$ cat src/rtl/mc_ctrl_pkg.sv
// Shared encodings for the multi-cycle MIPS control unit: opcodes, states,
// datapath select codes and opcode classification helpers.
package mc_ctrl_pkg;

    localparam logic [5:0] OP_ADD   = 6'b000000;
    localparam logic [5:0] OP_SUB   = 6'b000001;
    localparam logic [5:0] OP_ADDIU = 6'b000010;
    localparam logic [5:0] OP_AND   = 6'b010000;
    localparam logic [5:0] OP_ANDI  = 6'b010001;
    localparam logic [5:0] OP_ORI   = 6'b010010;
    localparam logic [5:0] OP_SLT   = 6'b100110;
    localparam logic [5:0] OP_SLTI  = 6'b100111;
    localparam logic [5:0] OP_SW    = 6'b110000;
    localparam logic [5:0] OP_LW    = 6'b110001;
    localparam logic [5:0] OP_BEQ   = 6'b110100;
    localparam logic [5:0] OP_BNE   = 6'b110101;
    localparam logic [5:0] OP_BLTZ  = 6'b110110;
    localparam logic [5:0] OP_J     = 6'b111000;
    localparam logic [5:0] OP_JR    = 6'b111001;
    localparam logic [5:0] OP_JAL   = 6'b111010;
    localparam logic [5:0] OP_HALT  = 6'b111111;

    typedef enum logic [3:0] {
        S_IF     = 4'd0,
        S_ID     = 4'd1,
        S_EXE_AL = 4'd2,
        S_EXE_BR = 4'd3,
        S_EXE_LS = 4'd4,
        S_MEM    = 4'd5,
        S_WB_AL  = 4'd6,
        S_WB_LD  = 4'd7,
        S_HALT   = 4'd8
    } ctrlState_t;

    localparam logic [1:0] PC_NEXT   = 2'b00;
    localparam logic [1:0] PC_BRANCH = 2'b01;
    localparam logic [1:0] PC_RS     = 2'b10;
    localparam logic [1:0] PC_JUMP   = 2'b11;

    localparam logic [1:0] RD_RA = 2'b00;
    localparam logic [1:0] RD_RT = 2'b01;
    localparam logic [1:0] RD_RD = 2'b10;

    localparam logic [2:0] ALU_ADD = 3'b000;
    localparam logic [2:0] ALU_SUB = 3'b001;
    localparam logic [2:0] ALU_SLT = 3'b010;
    localparam logic [2:0] ALU_AND = 3'b100;
    localparam logic [2:0] ALU_OR  = 3'b101;

    typedef struct packed {
        logic       pcWre;
        logic       irWre;
        logic       insMemRW;
        logic       aluSrcA;
        logic       aluSrcB;
        logic       extSel;
        logic [1:0] regDst;
        logic       wrRegDSrc;
        logic       regWre;
        logic       mRD;
        logic       mWR;
        logic       dbDataSrc;
        logic [1:0] pcSrc;
        logic [2:0] aluOp;
    } ctrlSig_t;

    function automatic logic isJumpOp(input logic [5:0] op);
        return (op == OP_J) || (op == OP_JR) || (op == OP_JAL);
    endfunction

    function automatic logic isBranchOp(input logic [5:0] op);
        return (op == OP_BEQ) || (op == OP_BNE) || (op == OP_BLTZ);
    endfunction

    function automatic logic isLdStOp(input logic [5:0] op);
        return (op == OP_LW) || (op == OP_SW);
    endfunction

    // Opcodes that take the EXE_AL / WB_AL path.
    function automatic logic isAluOp(input logic [5:0] op);
        case (op)
            OP_ADD, OP_SUB, OP_ADDIU, OP_AND, OP_ANDI,
            OP_ORI, OP_SLT, OP_SLTI: return 1'b1;
            default:                 return 1'b0;
        endcase
    endfunction

    function automatic logic isKnownOp(input logic [5:0] op);
        return isAluOp(op) || isLdStOp(op) || isBranchOp(op) ||
               isJumpOp(op) || (op == OP_HALT);
    endfunction

    function automatic logic extSelFor(input logic [5:0] op);
        case (op)
            OP_ADDIU, OP_SLTI, OP_LW, OP_SW,
            OP_BEQ, OP_BNE, OP_BLTZ: return 1'b1;
            default:                 return 1'b0;
        endcase
    endfunction

    function automatic logic aluSrcBFor(input logic [5:0] op);
        case (op)
            OP_ADDIU, OP_ANDI, OP_ORI, OP_SLTI, OP_LW, OP_SW: return 1'b1;
            default:                                          return 1'b0;
        endcase
    endfunction

    function automatic logic [2:0] aluOpFor(input logic [5:0] op);
        case (op)
            OP_SUB, OP_BEQ, OP_BNE, OP_BLTZ: return ALU_SUB;
            OP_SLT, OP_SLTI:                 return ALU_SLT;
            OP_AND, OP_ANDI:                 return ALU_AND;
            OP_ORI:                          return ALU_OR;
            default:                         return ALU_ADD;
        endcase
    endfunction

    function automatic logic [1:0] regDstFor(input logic [5:0] op);
        case (op)
            OP_ADD, OP_SUB, OP_AND, OP_SLT:              return RD_RD;
            OP_ADDIU, OP_ANDI, OP_ORI, OP_SLTI, OP_LW:   return RD_RT;
            default:                                     return RD_RA;
        endcase
    endfunction

endpackage

$ cat src/rtl/mc_ctrl_decode.sv
// Combinational control decode: (state, opcode, flags, Reset) -> datapath controls.
// With MC_CTRL_ILLEGAL_TRAP_EN defined, unknown opcodes do not advance the PC in ID.
module mc_ctrl_decode
    import mc_ctrl_pkg::*;
(
    input  ctrlState_t  state,
    input  logic [5:0]  opcode,
    input  logic        zero,
    input  logic        sign,
    input  logic        Reset,
    output ctrlSig_t    ctrl
);

    logic brTaken;

    assign brTaken = ((opcode == OP_BEQ)  &&  zero) ||
                     ((opcode == OP_BNE)  && !zero) ||
                     ((opcode == OP_BLTZ) &&  sign);

    always_comb begin
        ctrl = '0;
        if (Reset) begin
            ctrl.insMemRW = 1'b1;
        end else begin
            ctrl.insMemRW = (state == S_IF);
            ctrl.irWre    = (state == S_IF);
            // Operand/extender selects stay put from ID to the last cycle.
            if (state != S_IF && state != S_HALT) begin
                ctrl.extSel  = extSelFor(opcode);
                ctrl.aluSrcB = aluSrcBFor(opcode);
                ctrl.aluOp   = aluOpFor(opcode);
                ctrl.regDst  = regDstFor(opcode);
            end
            case (state)
                S_ID: begin
                    if (isJumpOp(opcode)) begin
                        ctrl.pcWre = 1'b1;
                        ctrl.pcSrc = (opcode == OP_JR) ? PC_RS : PC_JUMP;
                        if (opcode == OP_JAL) begin
                            ctrl.regWre    = 1'b1;
                            ctrl.regDst    = RD_RA;
                            ctrl.wrRegDSrc = 1'b0;
                        end
                    end else if (!isKnownOp(opcode)) begin
`ifdef MC_CTRL_ILLEGAL_TRAP_EN
                        ctrl.pcWre = 1'b0;
`else
                        ctrl.pcWre = 1'b1;
`endif
                    end
                end
                S_EXE_BR: begin
                    ctrl.pcWre = 1'b1;
                    ctrl.pcSrc = brTaken ? PC_BRANCH : PC_NEXT;
                end
                S_MEM: begin
                    if (opcode == OP_LW) begin
                        ctrl.mRD = 1'b1;
                    end else begin
                        ctrl.mWR   = 1'b1;
                        ctrl.pcWre = 1'b1;
                    end
                end
                S_WB_AL: begin
                    ctrl.pcWre     = 1'b1;
                    ctrl.regWre    = 1'b1;
                    ctrl.wrRegDSrc = 1'b1;
                end
                S_WB_LD: begin
                    ctrl.pcWre     = 1'b1;
                    ctrl.regWre    = 1'b1;
                    ctrl.wrRegDSrc = 1'b1;
                    ctrl.mRD       = 1'b1;
                    ctrl.dbDataSrc = 1'b1;
                end
                default: ;
            endcase
        end
    end

endmodule

$ cat src/rtl/multicycle_control.sv
// Multi-cycle MIPS control unit: state register, sequencing and output unpacking.
// Define MC_CTRL_ILLEGAL_TRAP_EN to trap unknown opcodes into HALT and expose illegal_op.
module multicycle_control
    import mc_ctrl_pkg::*;
(
    input  logic       CLK,
    input  logic       Reset,
    input  logic [5:0] opcode,
    input  logic       zero,
    input  logic       sign,
    output logic       PCWre,
    output logic       IRWre,
    output logic       InsMemRW,
    output logic       ALUSrcA,
    output logic       ALUSrcB,
    output logic       ExtSel,
    output logic [1:0] RegDst,
    output logic       WrRegDSrc,
    output logic       RegWre,
    output logic       mRD,
    output logic       mWR,
    output logic       DBDataSrc,
    output logic [1:0] PCSrc,
    output logic [2:0] ALUOp,
    output logic [3:0] state
`ifdef MC_CTRL_ILLEGAL_TRAP_EN
    ,
    output logic       illegal_op
`endif
);

    ctrlState_t curState, nextState;
    ctrlSig_t   ctrl;

    always_ff @(posedge CLK) begin
        if (Reset) curState <= S_IF;
        else       curState <= nextState;
    end

    always_comb begin
        nextState = curState;
        case (curState)
            S_IF:     nextState = S_ID;
            S_ID: begin
                if (isJumpOp(opcode))        nextState = S_IF;
                else if (opcode == OP_HALT)  nextState = S_HALT;
                else if (isBranchOp(opcode)) nextState = S_EXE_BR;
                else if (isLdStOp(opcode))   nextState = S_EXE_LS;
                else if (isAluOp(opcode))    nextState = S_EXE_AL;
                else
`ifdef MC_CTRL_ILLEGAL_TRAP_EN
                                             nextState = S_HALT;
`else
                                             nextState = S_IF;
`endif
            end
            S_EXE_AL: nextState = S_WB_AL;
            S_EXE_BR: nextState = S_IF;
            S_EXE_LS: nextState = S_MEM;
            S_MEM:    nextState = (opcode == OP_LW) ? S_WB_LD : S_IF;
            S_WB_AL:  nextState = S_IF;
            S_WB_LD:  nextState = S_IF;
            S_HALT:   nextState = S_HALT;
            default:  nextState = S_IF;
        endcase
    end

`ifdef MC_CTRL_ILLEGAL_TRAP_EN
    // Sticky until reset; set on the edge that leaves ID for HALT.
    always_ff @(posedge CLK) begin
        if (Reset)                                          illegal_op <= 1'b0;
        else if (curState == S_ID && !isKnownOp(opcode))    illegal_op <= 1'b1;
    end
`endif

    mc_ctrl_decode uDecode (
        .state  (curState),
        .opcode (opcode),
        .zero   (zero),
        .sign   (sign),
        .Reset  (Reset),
        .ctrl   (ctrl)
    );

    always_comb begin
        PCWre     = ctrl.pcWre;
        IRWre     = ctrl.irWre;
        InsMemRW  = ctrl.insMemRW;
        ALUSrcA   = ctrl.aluSrcA;
        ALUSrcB   = ctrl.aluSrcB;
        ExtSel    = ctrl.extSel;
        RegDst    = ctrl.regDst;
        WrRegDSrc = ctrl.wrRegDSrc;
        RegWre    = ctrl.regWre;
        mRD       = ctrl.mRD;
        mWR       = ctrl.mWR;
        DBDataSrc = ctrl.dbDataSrc;
        PCSrc     = ctrl.pcSrc;
        ALUOp     = ctrl.aluOp;
        state     = curState;
    end

endmodule
$ cat config.mk
export PLATFORM = sky130hd
export DESIGN_NAME = multicycle_control
export DESIGN_NICKNAME = d
export VERILOG_FILES = /design/src/rtl/mc_ctrl_pkg.sv /design/src/rtl/mc_ctrl_decode.sv /design/src/rtl/multicycle_control.sv
export SDC_FILE = /design/constraint.sdc
export NUM_CORES = 1
export LEC_CHECK = 0
export ABC_AREA = 1
export BUFFER_PORTS_ARGS = -buffer_cell sky130_fd_sc_hd__buf_2
export CORE_MARGIN = 2
export CORE_UTILIZATION = 48
export DETAILED_ROUTE_END_ITERATION = 12
export PLACE_DENSITY = 0.83
export SLEW_MARGIN = 20
export SYNTH_ARGS = -nofsm -noshare
export SYNTH_HDL_FRONTEND = slang
export SYNTH_HIERARCHICAL = 1
export SYNTH_SLANG_ARGS = --single-unit
export TNS_END_PERCENT = 50
$ cat constraint.sdc
create_clock -name CLK -period 1.4 [get_ports CLK]
set_input_delay 0.07 -clock CLK [delete_from_list [all_inputs] [get_ports CLK]]
set_output_delay 0.07 -clock CLK [all_outputs]
set_load 0.01 [all_outputs]
# --- Word level (Yosys, flattened, before mapping) ---
# Cells that the tools add are included.
word_totals:
  register_bits: 4
  latch_bits: 0
  mem_bits_rw: 0
  romBits: 0
  inputBits: 10
  out_inout_bits: 22
  wordCells: 96
  n_memories: 0
classes:
  add_sub_neg: 0
  n_mul: 0
  div: 0
  n_lt_le_gt_ge: 0
  n_eq_ne: 25
  n_shift: 0
  mux: 41
  n_bitwise: 0
  n_reduce_logical: 29
ops:
  columns: ["cell", "count"]
  rows:
  - ["== test 6 bit (second input constant)", 11]
  - ["case mux 4 bit (6 select lines)", 1]
  - ["2-to-1 mux 1 bit", 20]
  - ["2-to-1 mux 4 bit", 5]
  - ["== test 6 x 5 -> 1 bit (second input constant)", 3]
  - ["== test 4 x 3 -> 1 bit (second input constant)", 4]
  - ["2-to-1 mux 14 bit", 1]
  - ["2-to-1 mux 3 bit", 4]
  - ["case mux 2 bit (2 select lines)", 3]
  - ["case mux 3 bit (4 select lines)", 1]
  - ["logical OR 1 bit", 11]
  - ["== test 4 x 2 -> 1 bit (second input constant)", 2]
  - ["2-to-1 mux 2 bit", 4]
  - ["OR reduction 4 bit", 2]
  - ["OR reduction 8 bit", 1]
  - ["OR reduction 7 bit", 1]
  - ["== test 6 x 1 -> 1 bit (second input constant)", 1]
  - ["== test 6 x 2 -> 1 bit (second input constant)", 1]
  - ["logical NOT 6 bit", 1]
  - ["OR reduction 2 bit", 3]
  - ["OR reduction 6 bit", 1]
  - ["OR reduction 5 bit", 1]
  - ["== test 4 x 1 -> 1 bit (second input constant)", 1]
  - ["== test 4 bit (second input constant)", 1]
  - ["8 further kinds", 11]

# --- Depth between registers and ports, before layout ---
# Gate-level depths: netlist of run 1.
depth:
  depth_word: 14
  depth_mapped: 9
  ltp_nobuf: 9

# --- Hierarchy ---
# Netlist of run 1, hierarchy kept.
modules_own_cells:
  columns: ["mod", "instances", "cells_per_inst", "area_each_um2", "seq_area_each_um2"]
  rows:
  - ["mc_ctrl_decode", 1, 97, 495.5, 0.0]
  - ["multicycle_control", 1, 54, 305.3, 80.1]

# --- Worst setup path before layout of run 1 ---
# OpenSTA, ideal clock, no wires.
synth_timing:
  path_kind: "flip-flop to output port"
  startpoint: "register curState[2], in the netlist state[2]"
  endpoint: "output mRD"
  arrival_time_ns: 1.293
  t_required_ns: 1.330
  path_slack_ns: 0.037
  stages_incl_launch_ff: 9
  path_buffers: 0
  cell_sequence: "dfxtp_1 inv_1 nor2_1 inv_1 nor2_1 inv_1 nor2_1 inv_1 o32ai_1"
synth_via:
  elab_chain_len: 3
  word_cells_on_any_way: 4
  cone_classes: "eq/ne: 2; mux: 2"
synth_lines:
  columns: ["element", "line", "text"]
  rows:
  - ["start: declaration", "multicycle_control.sv:32", "ctrlState_t curState, nextState;"]
  - ["start signal: assignment", "multicycle_control.sv:37", "else curState <= nextState;"]
  - ["== test 4 x 3 -> 1 bit", "mc_ctrl_decode.sv:34", "case (state)"]
  - ["case mux 1 bit (2 select lines) (*)", "mc_ctrl_decode.sv:34", null]
  - ["2-to-1 mux 14 bit (*)", "mc_ctrl_decode.sv:22", "if (Reset) begin"]
  - ["end: declaration", "multicycle_control.sv:20", "output logic mRD,"]
# Every way passes the cells marked *; elsewhere a longest branch is shown, timed or not.

# --- Worst setup path after layout of run 1 ---
# Ends and elaborated chain as after synthesis.

==> results of run 1 <==
[placed cells by master (no fill, tap or decap), types with 2 or more instances in the layout]
cell type	n
nor2_4	2
nand3_2	4
nor2_1	17
inv_1	20
nand3_1	15
nand2_4	2
nand2_2	3
nand3b_1	2
clkbuf_4	3
nor3_1	4
nand2_1	31
o21ai_0	2
buf_4	8
nor2_2	9
inv_2	9
nand4_1	2
a31oi_1	3
buf_2	30
a21oi_1	7
dfxtp_2	3
[layer usage]
layer / vias to the layer above / share of wire, % / global-route usage, %
li1: 562 / - / -
met5: - / 0 / 0
met4: 0 / 0.45 / 2.94
met2: 42 / 49 / 47.8
met3: 2 / 5.6 / 4.00
met1: 485 / 45 / 32.1
[worst max-delay path by stage]
stage                   from  slack (ps)  endpoint  cells after the start
floorplan           state[2]          40       mRD                      8
detailed placement  state[0]          30     PCWre                      7
global route        state[2]        -200     PCWre                      8
CTS                 state[2]        -140  PCSrc[0]                      8
finish              state[2]        -120       mRD                      9
global placement    state[0]          40     PCWre                      7
[cells by family after synthesis]
| family | share of synthesized area, % |
|---|---|
| buf+inv | 15.6 |
| other cells | 0.468 |
| flops | 10.0 |
| simple gates | 59.8 |
| compound gates | 14.1 |
[cells in the mapped netlist (2+ instances only)]
library cell / count
a21oi_1: 7
a31oi_1: 3
dfxtp_1: 4
inv_1: 23
inv_2: 6
nand2_1: 33
nand2_2: 2
nand3_1: 15
nand3_2: 5
nand3b_1: 2
nand4_1: 2
nor2_1: 20
nor2_2: 7
nor3_1: 5
o21ai_0: 3
[layout make-up]
type,count,area share [%]
Inverter,30,10.4
Multi-Input combinational cell,115,58.4
Clock buffer,3,2.06
Sequential cell,4,8.03
Timing Repair Buffer,38,19.3
Tap cell,16,1.83
[power groups by stage]
stage          registers [mW]  logic [mW]  clock network, mW
6_report                0.127       0.233              0.140
3_3_place_gp            0.127       0.207                  0
2_1_floorplan           0.131       0.129                  0
5_1_grt                 0.128       0.259              0.153
3_5_place_dp            0.128       0.210                  0
4_1_cts                 0.127       0.224              0.143
[what timing repair did]
action / CTS / global route
endpoints found under the setup margin: 10 / 13
gates resized for setup: 12 / 7
pin swaps: 4 / 5
hold buffers: 0 / 0
buffers inserted: 2 / 2
[per-stage QoR]
step                      cells  power, mW  utilization, %  instance area (µm²)
final                       206      0.500            70.8                 1090
after global routing        206      0.541            70.8                 1090
after CTS                   204      0.493            68.7                 1060
after detailed placement    199      0.338            64.2                  990
after global placement      199      0.334            64.2                  990
after floorplan             151      0.260               -                  801
==> impl_metrics.toml, run 1 <==
[cells_and_area]
area_occupied_by_multi_input_gates_um2 = 637
insertedDiodeCount = 0
area.growth.synth_to_final_pct = 36.3
layout.filler_cells = 137
drive_above_1_share_pct = 41.6
largest_reg_flops = 4
register_area_um2 = 87.6
nNetsFinal = 202

[power_and_ir_drop]
power_switching_share_pct = 40.5
combinationalPowerShare_pct = 46.5
p_leak_nw = 0.590
clkPwrFrac_pct = 28.0
pwr_per_cell_area_nw_per_um2 = 458
pwr-share-seq_pct = 25.5
p_switching_mw = 0.202
p_int_mw = 0.297
ir_worst_vdd_mv = 0.604

[logic_synthesis]
asyncSetResetFlopFracSynth_pct = 0
synth_enable_flop_cells = 0
post_synth_main_area_contributors = "nand2_1 15%, inv_1 11%, dfxtp_1 10%"
synth_ff_type = "dfxtp_1"
synth_seq_area_share_pct = 10.0
netlist_instances = 151
netlist.area_leader.share_pct = 15.5
ys_types = 29
syn_avg_cell_area_um2 = 5.30
synth-seq-cells = 4
syn-num-nets = 161
synth_warnings = 6
cell_type_contributing_the_most_total_cell_area_after_synthesis = "nand2_1"
cell_area_synth_um2 = 801

[sta]
rsz0062_at_grt = "yes"
holdWs_ps = 194
setup_total_negative_slack_ps = -641
crit_share_post_route_pct = 109
fmax_ghz = 0.656
finalMaxSlewViolations = 0
post-route-worst-setup-slack_ps = -124
timing.clock.skew_ps = 0.0558
post-route-min-period_ps = 1520
hold_viol_final = 0
setup_viol_count_final = 7

[hold_path]
worst_hold_path.endpoint = "state[1]"
hold_class = "input port to register"
holdPathStages = 2
worst_hold_startpoint = "Reset"

[die]
fp-row-count = 14
core_area_um2 = 1540
die-area_um2 = 2010
io-pin-count = 32
die_x_um = 44.8
die_height_um = 44.8
start_util_pct = 51.9

[detailed_routing]
drt.antenna.violating_nets = 0
vias_per_cell = 5.30
detailed_route_via_count = 1091
drt-initial-drc-count = 35
dr.pass1.iters = 4
wl_um = 2420
avgRoutedWirePerCell_um = 11.8
drt_drc_violations_left = 0

[setup_path]
path_delay_family = "buffers and inverters"
worst-r2r-cell-count = 5
timing.reg2reg.setup_slack_ps = 250
critPathBufInv = 5
critPathMaxStageDelay_ps = 350
worst_ep_arrival_time_ps = 1450
slowest_cp_cell = "dfxtp_2"
crit_path_category = "register to output pin"
critical_path.most_common_cell = "inv_1"
crit_path_end_kind = "output pin"
worstPathCellList = "inv_2 > nor2_2 > inv_1 > nor2_2 > inv_1 > nor2_1 > inv_1 > o32ai_1 > buf_2"
worstPathMaxFanout = 4
rr_endpoint = "state[3]"
critical_path.reg2reg.startpoint = "state[0]"
timing.critical_path.required_ps = 1330
timing.critical_path.from_type = "register"

[placement]
place_hpwl_um = 1790
portBuffers = 30
final_replace_weighted_congestion = 0.879
post-place-ws_ps = 30.3

[clock_tree]
total_cts_buffers = 3
numClockSinks = 4
root_buffer = "clkbuf_4"
tritoncts_clock_tree = "done"
h-tree-depth = 1
cts.reportedPaths.clkPinSlew_ps = 40
clockBufferDepth = 2
clkLatencyLatePin_ps = 230

[status]
status = "complete, but fails checks"
failed_checks = "setup timing"

[global_routing]
first_pass_grt_wire_length_um = 3970
pin_count_of_the_biggest_net_entering_global_routing = 14
grt_usage_pct = 25.8
via_count_of_the_first_global_routing_pass = 983
antenna_violations_before_repair = 0
overflow = 0

[job]
cap_viol_max_count = 0
No activity file was read; power rests on OpenSTA's default activity.
==> run 2, diff against run 1 <==
--- a/config.mk
+++ b/config.mk
@@ -10,6 +10,8 @@
 export CORE_MARGIN = 2
 export CORE_UTILIZATION = 48
 export DETAILED_ROUTE_END_ITERATION = 12
+export GPL_ROUTABILITY_DRIVEN = 0
+export MAX_ROUTING_LAYER = met4
 export PLACE_DENSITY = 0.83
 export SLEW_MARGIN = 20
 export SYNTH_ARGS = -nofsm -noshare
==> impl_metrics.toml, run 2 (synthesis gave the netlist of run 1 again) <==
[die]
start_util_pct = 51.9
die_height_um = 44.8
fp-row-count = 14
die_x_um = 44.8
io-pin-count = 32
die-area_um2 = 2010
core_area_um2 = 1540

[status]
failed_checks = "setup timing"
status = "complete, but fails checks"

[cells_and_area]
layout_commonest_cell = "nand2_1"
insertedDiodeCount = 0
drive_above_1_share_pct = 44.0
area.growth.synth_to_final_pct = 40.6
nNetsFinal = 203
layout.cell_area.non_filler_um2 = 1130
largest_reg_flops = 4
layout.filler_cells = 127
final_cell_mix = "31 x nand2_1, 30 x buf_2, 19 x inv_1, 17 x nor2_1, 15 x nand3_1"

[clock_tree]
hold_fix_buffers_at_cts = 0
total_cts_buffers = 3
cts.reportedPaths.clkPinSlew_ps = 50
numClockSinks = 4
h-tree-depth = 1
tritoncts_clock_tree = "done"
root_buffer = "clkbuf_4"
clockBufferDepth = 2
clkLatencyLatePin_ps = 250

[placement]
place_hpwl_um = 1930
post_dp_cell_area_um2 = 982
portBuffers = 30

[sta]
hold_viol_final = 0
setup_total_negative_slack_ps = -2060
crit_share_post_route_pct = 115
post-route-min-period_ps = 1610
setup_viol_count_final = 14
finalMaxSlewViolations = 0
timing.clock.skew_ps = 12.6
holdWs_ps = 170
post-route-worst-setup-slack_ps = -207
rsz0062_at_grt = "yes"
fmax_ghz = 0.622

[global_routing]
pin_count_of_the_biggest_net_entering_global_routing = 14
first_pass_grt_wire_length_um = 4170
overflow = 0
antenna_violations_before_repair = 0
via_count_of_the_first_global_routing_pass = 1018
grt_usage_pct = 28.2

[power_and_ir_drop]
pwr_per_cell_area_nw_per_um2 = 464
report.power.total_mw = 0.523
ir_worst_vdd_mv = 0.725
p_leak_nw = 0.601

[setup_path]
path_delay_family = "buffers and inverters"
slowest_cp_cell = "dfxtp_2"
critPathMaxStageDelay_ps = 330
critPathBufInv = 3
crit_path_category = "register to output pin"
worst_ep_arrival_time_ps = 1540
worstPathMaxFanout = 4
timing.reg2reg.setup_slack_ps = 240
timing.critical_path.from_type = "register"
timing.critical_path.required_ps = 1330
crit_path_end_kind = "output pin"
worstPathCellList = "buf_4 > nor3_1 > nor2_1 > inv_1 > a31oi_1 > buf_2"

[detailed_routing]
drt_drc_violations_left = 0
dr.pass1.iters = 4
wl_um = 2760
drt-initial-drc-count = 58
vias_per_cell = 5.68
drt.antenna.violating_nets = 0
detailed_route_via_count = 1175
avgRoutedWirePerCell_um = 13.3

[hold_path]
hold_class = "input port to register"

[job]
cap_viol_max_count = 0
-- run 2: changes by cell type in the layout (fill, tap and decap cells not counted), sizes merged --
| cell | previous run | this run |
|---|---|---|
| buf | 38 | 39 |
-- run 2: repair_timing --
| action | in CTS | in global routing |
|---|---|---|
| setup buffers | 3 | 3 |
| endpoints found under the setup margin | 14 | 16 |
| gates resized for setup | 15 | 12 |
| pin swaps | 4 | 8 |
-- run 2: final cells by class --
cell class	instances	area [µm²]	area share, %
Clock buffer	3	22.5	2.00
Inverter	30	119	10.6
Multi-Input combinational cell	115	656	58.2
Sequential cell	4	87.6	7.78
Tap cell	16	20.0	1.78
Timing Repair Buffer	39	221	19.7
-- run 2: worst register-to-register path: stages (launching register included) --
cell	delay, ps
dfxtp_4	360
buf_4	160
inv_2	60
nand2_1	70
nor2_2	160
nand3_1	100
nand3_1	90
nand2_1	50
inv_1	50
-- run 2: stage by stage --
step / util (%) / std cells / setup slack [ps]
3_3_place_gp: 63.7 / 198 / 25.3
4_1_cts: 69.0 / 204 / -157
6_report: 73.1 / 207 / -207
5_1_grt: 73.1 / 207 / -319
3_5_place_dp: 63.7 / 198 / 32.0
2_1_floorplan: - / 151 / 37.4
-- run 2: path summary, 6_finish.rpt --
path                               start        to  cells past startpoint
worst min-delay path               Reset  state[3]                      2
worst min register to register  state[2]  state[3]                      4
worst max register to register  state[3]  state[2]                      8
worst max-delay path            state[2]   ALUSrcB                      6
-- run 2: metal layers --
| metal | part of all wire, % | up-vias | global-route usage, % |
|---|---|---|---|
| met5 | 0 | - | - |
| met4 | 1.8 | 0 | 6.47 |
| met3 | 9.1 | 10 | 5.60 |
| met2 | 49 | 74 | 49.3 |
| met1 | 40 | 521 | 33.3 |
| li1 | - | 570 | - |
-- run 2: report_power, final --
part | leakage, nW | switching [mW] | internal (mW)
sequential | 0.0346 | 0.00796 | 0.118
clock | 0.0138 | 0.0585 | 0.0967
combinational | 0.553 | 0.161 | 0.0805
total | 0.601 | 0.227 | 0.296
==> run 3, diff against run 2 <==
--- a/config.mk
+++ b/config.mk
@@ -6,16 +6,15 @@
 export NUM_CORES = 1
 export LEC_CHECK = 0
 export ABC_AREA = 1
-export BUFFER_PORTS_ARGS = -buffer_cell sky130_fd_sc_hd__buf_2
 export CORE_MARGIN = 2
-export CORE_UTILIZATION = 48
+export CORE_UTILIZATION = 50
 export DETAILED_ROUTE_END_ITERATION = 12
+export DONT_BUFFER_PORTS = 1
 export GPL_ROUTABILITY_DRIVEN = 0
 export MAX_ROUTING_LAYER = met4
-export PLACE_DENSITY = 0.83
+export PLACE_DENSITY = 0.74
 export SLEW_MARGIN = 20
 export SYNTH_ARGS = -nofsm -noshare
 export SYNTH_HDL_FRONTEND = slang
-export SYNTH_HIERARCHICAL = 1
 export SYNTH_SLANG_ARGS = --single-unit
 export TNS_END_PERCENT = 50
==> impl_metrics.toml, run 3 <==
[status]
status = "complete, but fails checks"
failed_checks = "setup timing"

[sta]
fmax_ghz = 0.683
setup_total_negative_slack_ps = -63.7
hold_viol_final = 0
timing.clock.skew_ps = 6.16
crit_share_post_route_pct = 105
rsz0062_at_grt = "yes"
setup_viol_count_final = 1
finalMaxSlewViolations = 0
post-route-worst-setup-slack_ps = -63.7
post-route-min-period_ps = 1460

[power_and_ir_drop]
pwr-share-seq_pct = 28.7
p_switching_mw = 0.168
clkPwrFrac_pct = 32.8
p_leak_nw = 0.376
power_switching_share_pct = 38.0
p_int_mw = 0.274
ir_worst_vdd_mv = 0.450
combinationalPowerShare_pct = 38.5
pwr_per_cell_area_nw_per_um2 = 540

[detailed_routing]
detailed_route_via_count = 871
drt-initial-drc-count = 17
avgRoutedWirePerCell_um = 13.0
dr.pass1.iters = 4
drt.antenna.violating_nets = 0
drt_drc_violations_left = 0
vias_per_cell = 5.85
wl_um = 1930

[cells_and_area]
drive_above_1_share_pct = 35.8
layout_commonest_cell = "nand2_1"
utilization_pct = 62.9
layout.cell_area.non_filler_um2 = 818
largest_reg_flops = 4
nNetsFinal = 146
insertedDiodeCount = 0
final_cell_mix = "21 x nand2_1, 18 x nor2_1, 15 x inv_1, 13 x nand3_1, 11 x nor2_2"
layoutNonFillerInstCount = 149
area.growth.synth_to_final_pct = 18.3

[logic_synthesis]
syn_avg_cell_area_um2 = 5.49
synth_warnings = 0
ys_types = 26
cell_type_contributing_the_most_total_cell_area_after_synthesis = "nor2_1"
synth_ff_type = "dfxtp_1"
netlist_top_cells_count = "24 x nor2_1, 21 x nand2_1, 16 x inv_1"
cell_area_synth_um2 = 692
synth_enable_flop_cells = 0
syn-num-nets = 136
netlist.area_leader.share_pct = 13.0
synth-seq-cells = 4
asyncSetResetFlopFracSynth_pct = 0
post_synth_main_area_contributors = "nor2_1 13%, dfxtp_1 12%, nand2_1 11%"
synth_seq_area_share_pct = 11.6
netlist_instances = 126
synth_most_common_cell = "nor2_1"

[die]
die_height_um = 41.2
io-pin-count = 32
start_util_pct = 53.2
die-area_um2 = 1700
fp-row-count = 13
die_x_um = 41.2
core_area_um2 = 1300

[clock_tree]
clockBufferDepth = 2
tritoncts_clock_tree = "done"
h-tree-depth = 1
root_buffer = "clkbuf_4"
numClockSinks = 4
clkLatencyLatePin_ps = 230
total_cts_buffers = 3
cts.reportedPaths.clkPinSlew_ps = 40

[setup_path]
critical_path.reg2reg.startpoint = "state[2]"
critPathBufInv = 0
worst-r2r-cell-count = 6
path_delay_family = "simple AND/OR/NAND/NOR gates"
critical_path.most_common_cell = "nand2_1"
crit_path_category = "register to output pin"
worstPathMaxFanout = 5
critPathMaxStageDelay_ps = 400
worstPathCellList = "nand2_1 > nor2_2 > nand2_1 > and3_1 > a21oi_2"
timing.critical_path.from_type = "register"
timing.critical_path.required_ps = 1330
crit_path_end_kind = "output pin"
timing.reg2reg.setup_slack_ps = 220
worst_ep_arrival_time_ps = 1390
crit_path_start = "state[2]"
rr_endpoint = "state[1]"
slowest_cp_cell = "dfxtp_2"

[placement]
post_dp_cell_area_um2 = 729
post-place-ws_ps = 127
portBuffers = 0
place_hpwl_um = 1500
place.detailed.instances = 143

[global_routing]
first_pass_grt_wire_length_um = 2670
gr_layer_usage_met1_pct = 32.6
overflow = 0
antenna_violations_before_repair = 0
grt-busiest-layer = "met2"
grtUsageMet3_pct = 3.26
grt_util_met2_pct = 39.8
pin_count_of_the_biggest_net_entering_global_routing = 12
via_count_of_the_first_global_routing_pass = 661
grt_usage_pct = 24.3

[hold_path]
worst_hold_path.endpoint = "state[2]"
hold_class = "input port to register"
worst_hold_startpoint = "Reset"
holdPathStages = 3

[job]
cap_viol_max_count = 0
-- run 3: changes by cell type after synthesis, moves of 3 or more --
cell     before  now
nand2_1      33   21
inv_1        23   16
nor2_4        1    6
nor2_1       20   24
nand3_2       5    2
-- run 3: worst max path at each step --
stage | end | slack [ps] | cells past startpoint
6_report | PCWre | -60 | 5
5_1_grt | PCWre | -120 | 7
4_1_cts | PCWre | -50 | 7
3_5_place_dp | state[2] | 130 | 7
3_3_place_gp | PCWre | 140 | 5
2_1_floorplan | ALUSrcB | 200 | 6
-- run 3: what timing repair did --
action / in CTS / in global routing
hold buffers: 1 / 0
cloned: 0 / 0
buffers inserted: 2 / 0
endpoints found under the hold margin: 3 / 0
pin swaps: 2 / 2
resized for setup: 4 / 11
setup endpoints to repair: 8 / 11
-- run 3: power by group through the flow --
stage | combinational [mW] | sequential [mW] | clock [mW]
2_1_floorplan | 0.123 | 0.131 | 0
3_3_place_gp | 0.151 | 0.128 | 0
3_5_place_dp | 0.154 | 0.128 | 0
4_1_cts | 0.162 | 0.127 | 0.144
5_1_grt | 0.189 | 0.127 | 0.156
6_report | 0.170 | 0.127 | 0.145
-- run 3: tightest hold or removal path: cells and delay by family --
kind,cells,cell delay (ps)
buffers and inverters,2,90
AOI/OAI and AO/OA,1,70
-- run 3: cell families after synthesis --
logic type / count (synthesis) / synth area share [%]
AO/OA/AOI/OAI: 15 / 13.2
other: 1 / 0.542
flip-flops: 4 / 11.6
buffers and inverters: 22 / 12.5
AND/OR/NAND/NOR: 84 / 62.2
-- run 3: layer usage --
layer	share of wire, %	routed length [µm]
met3	5.6	109
met5	0	0
met2	50	964
met4	0.21	4
met1	44	855
-- run 3: cell type report --
| class | instances | area [µm²] |
|---|---|---|
| tap | 15 | 18.8 |
| inverter | 20 | 75.1 |
| timing repair buffer | 7 | 55.1 |
| fill | 129 | 483 |
| multi-input combinational | 100 | 564 |
| sequential | 4 | 82.6 |
| clock buffer | 3 | 22.5 |
-- run 3: per-stage QoR --
stage	power, mW	hold slack, ps
after global routing	0.473	49.6
after detailed placement	0.282	136
after global placement	0.280	135
final	0.442	42.9
after floorplan	0.254	194
after CTS	0.433	42.8
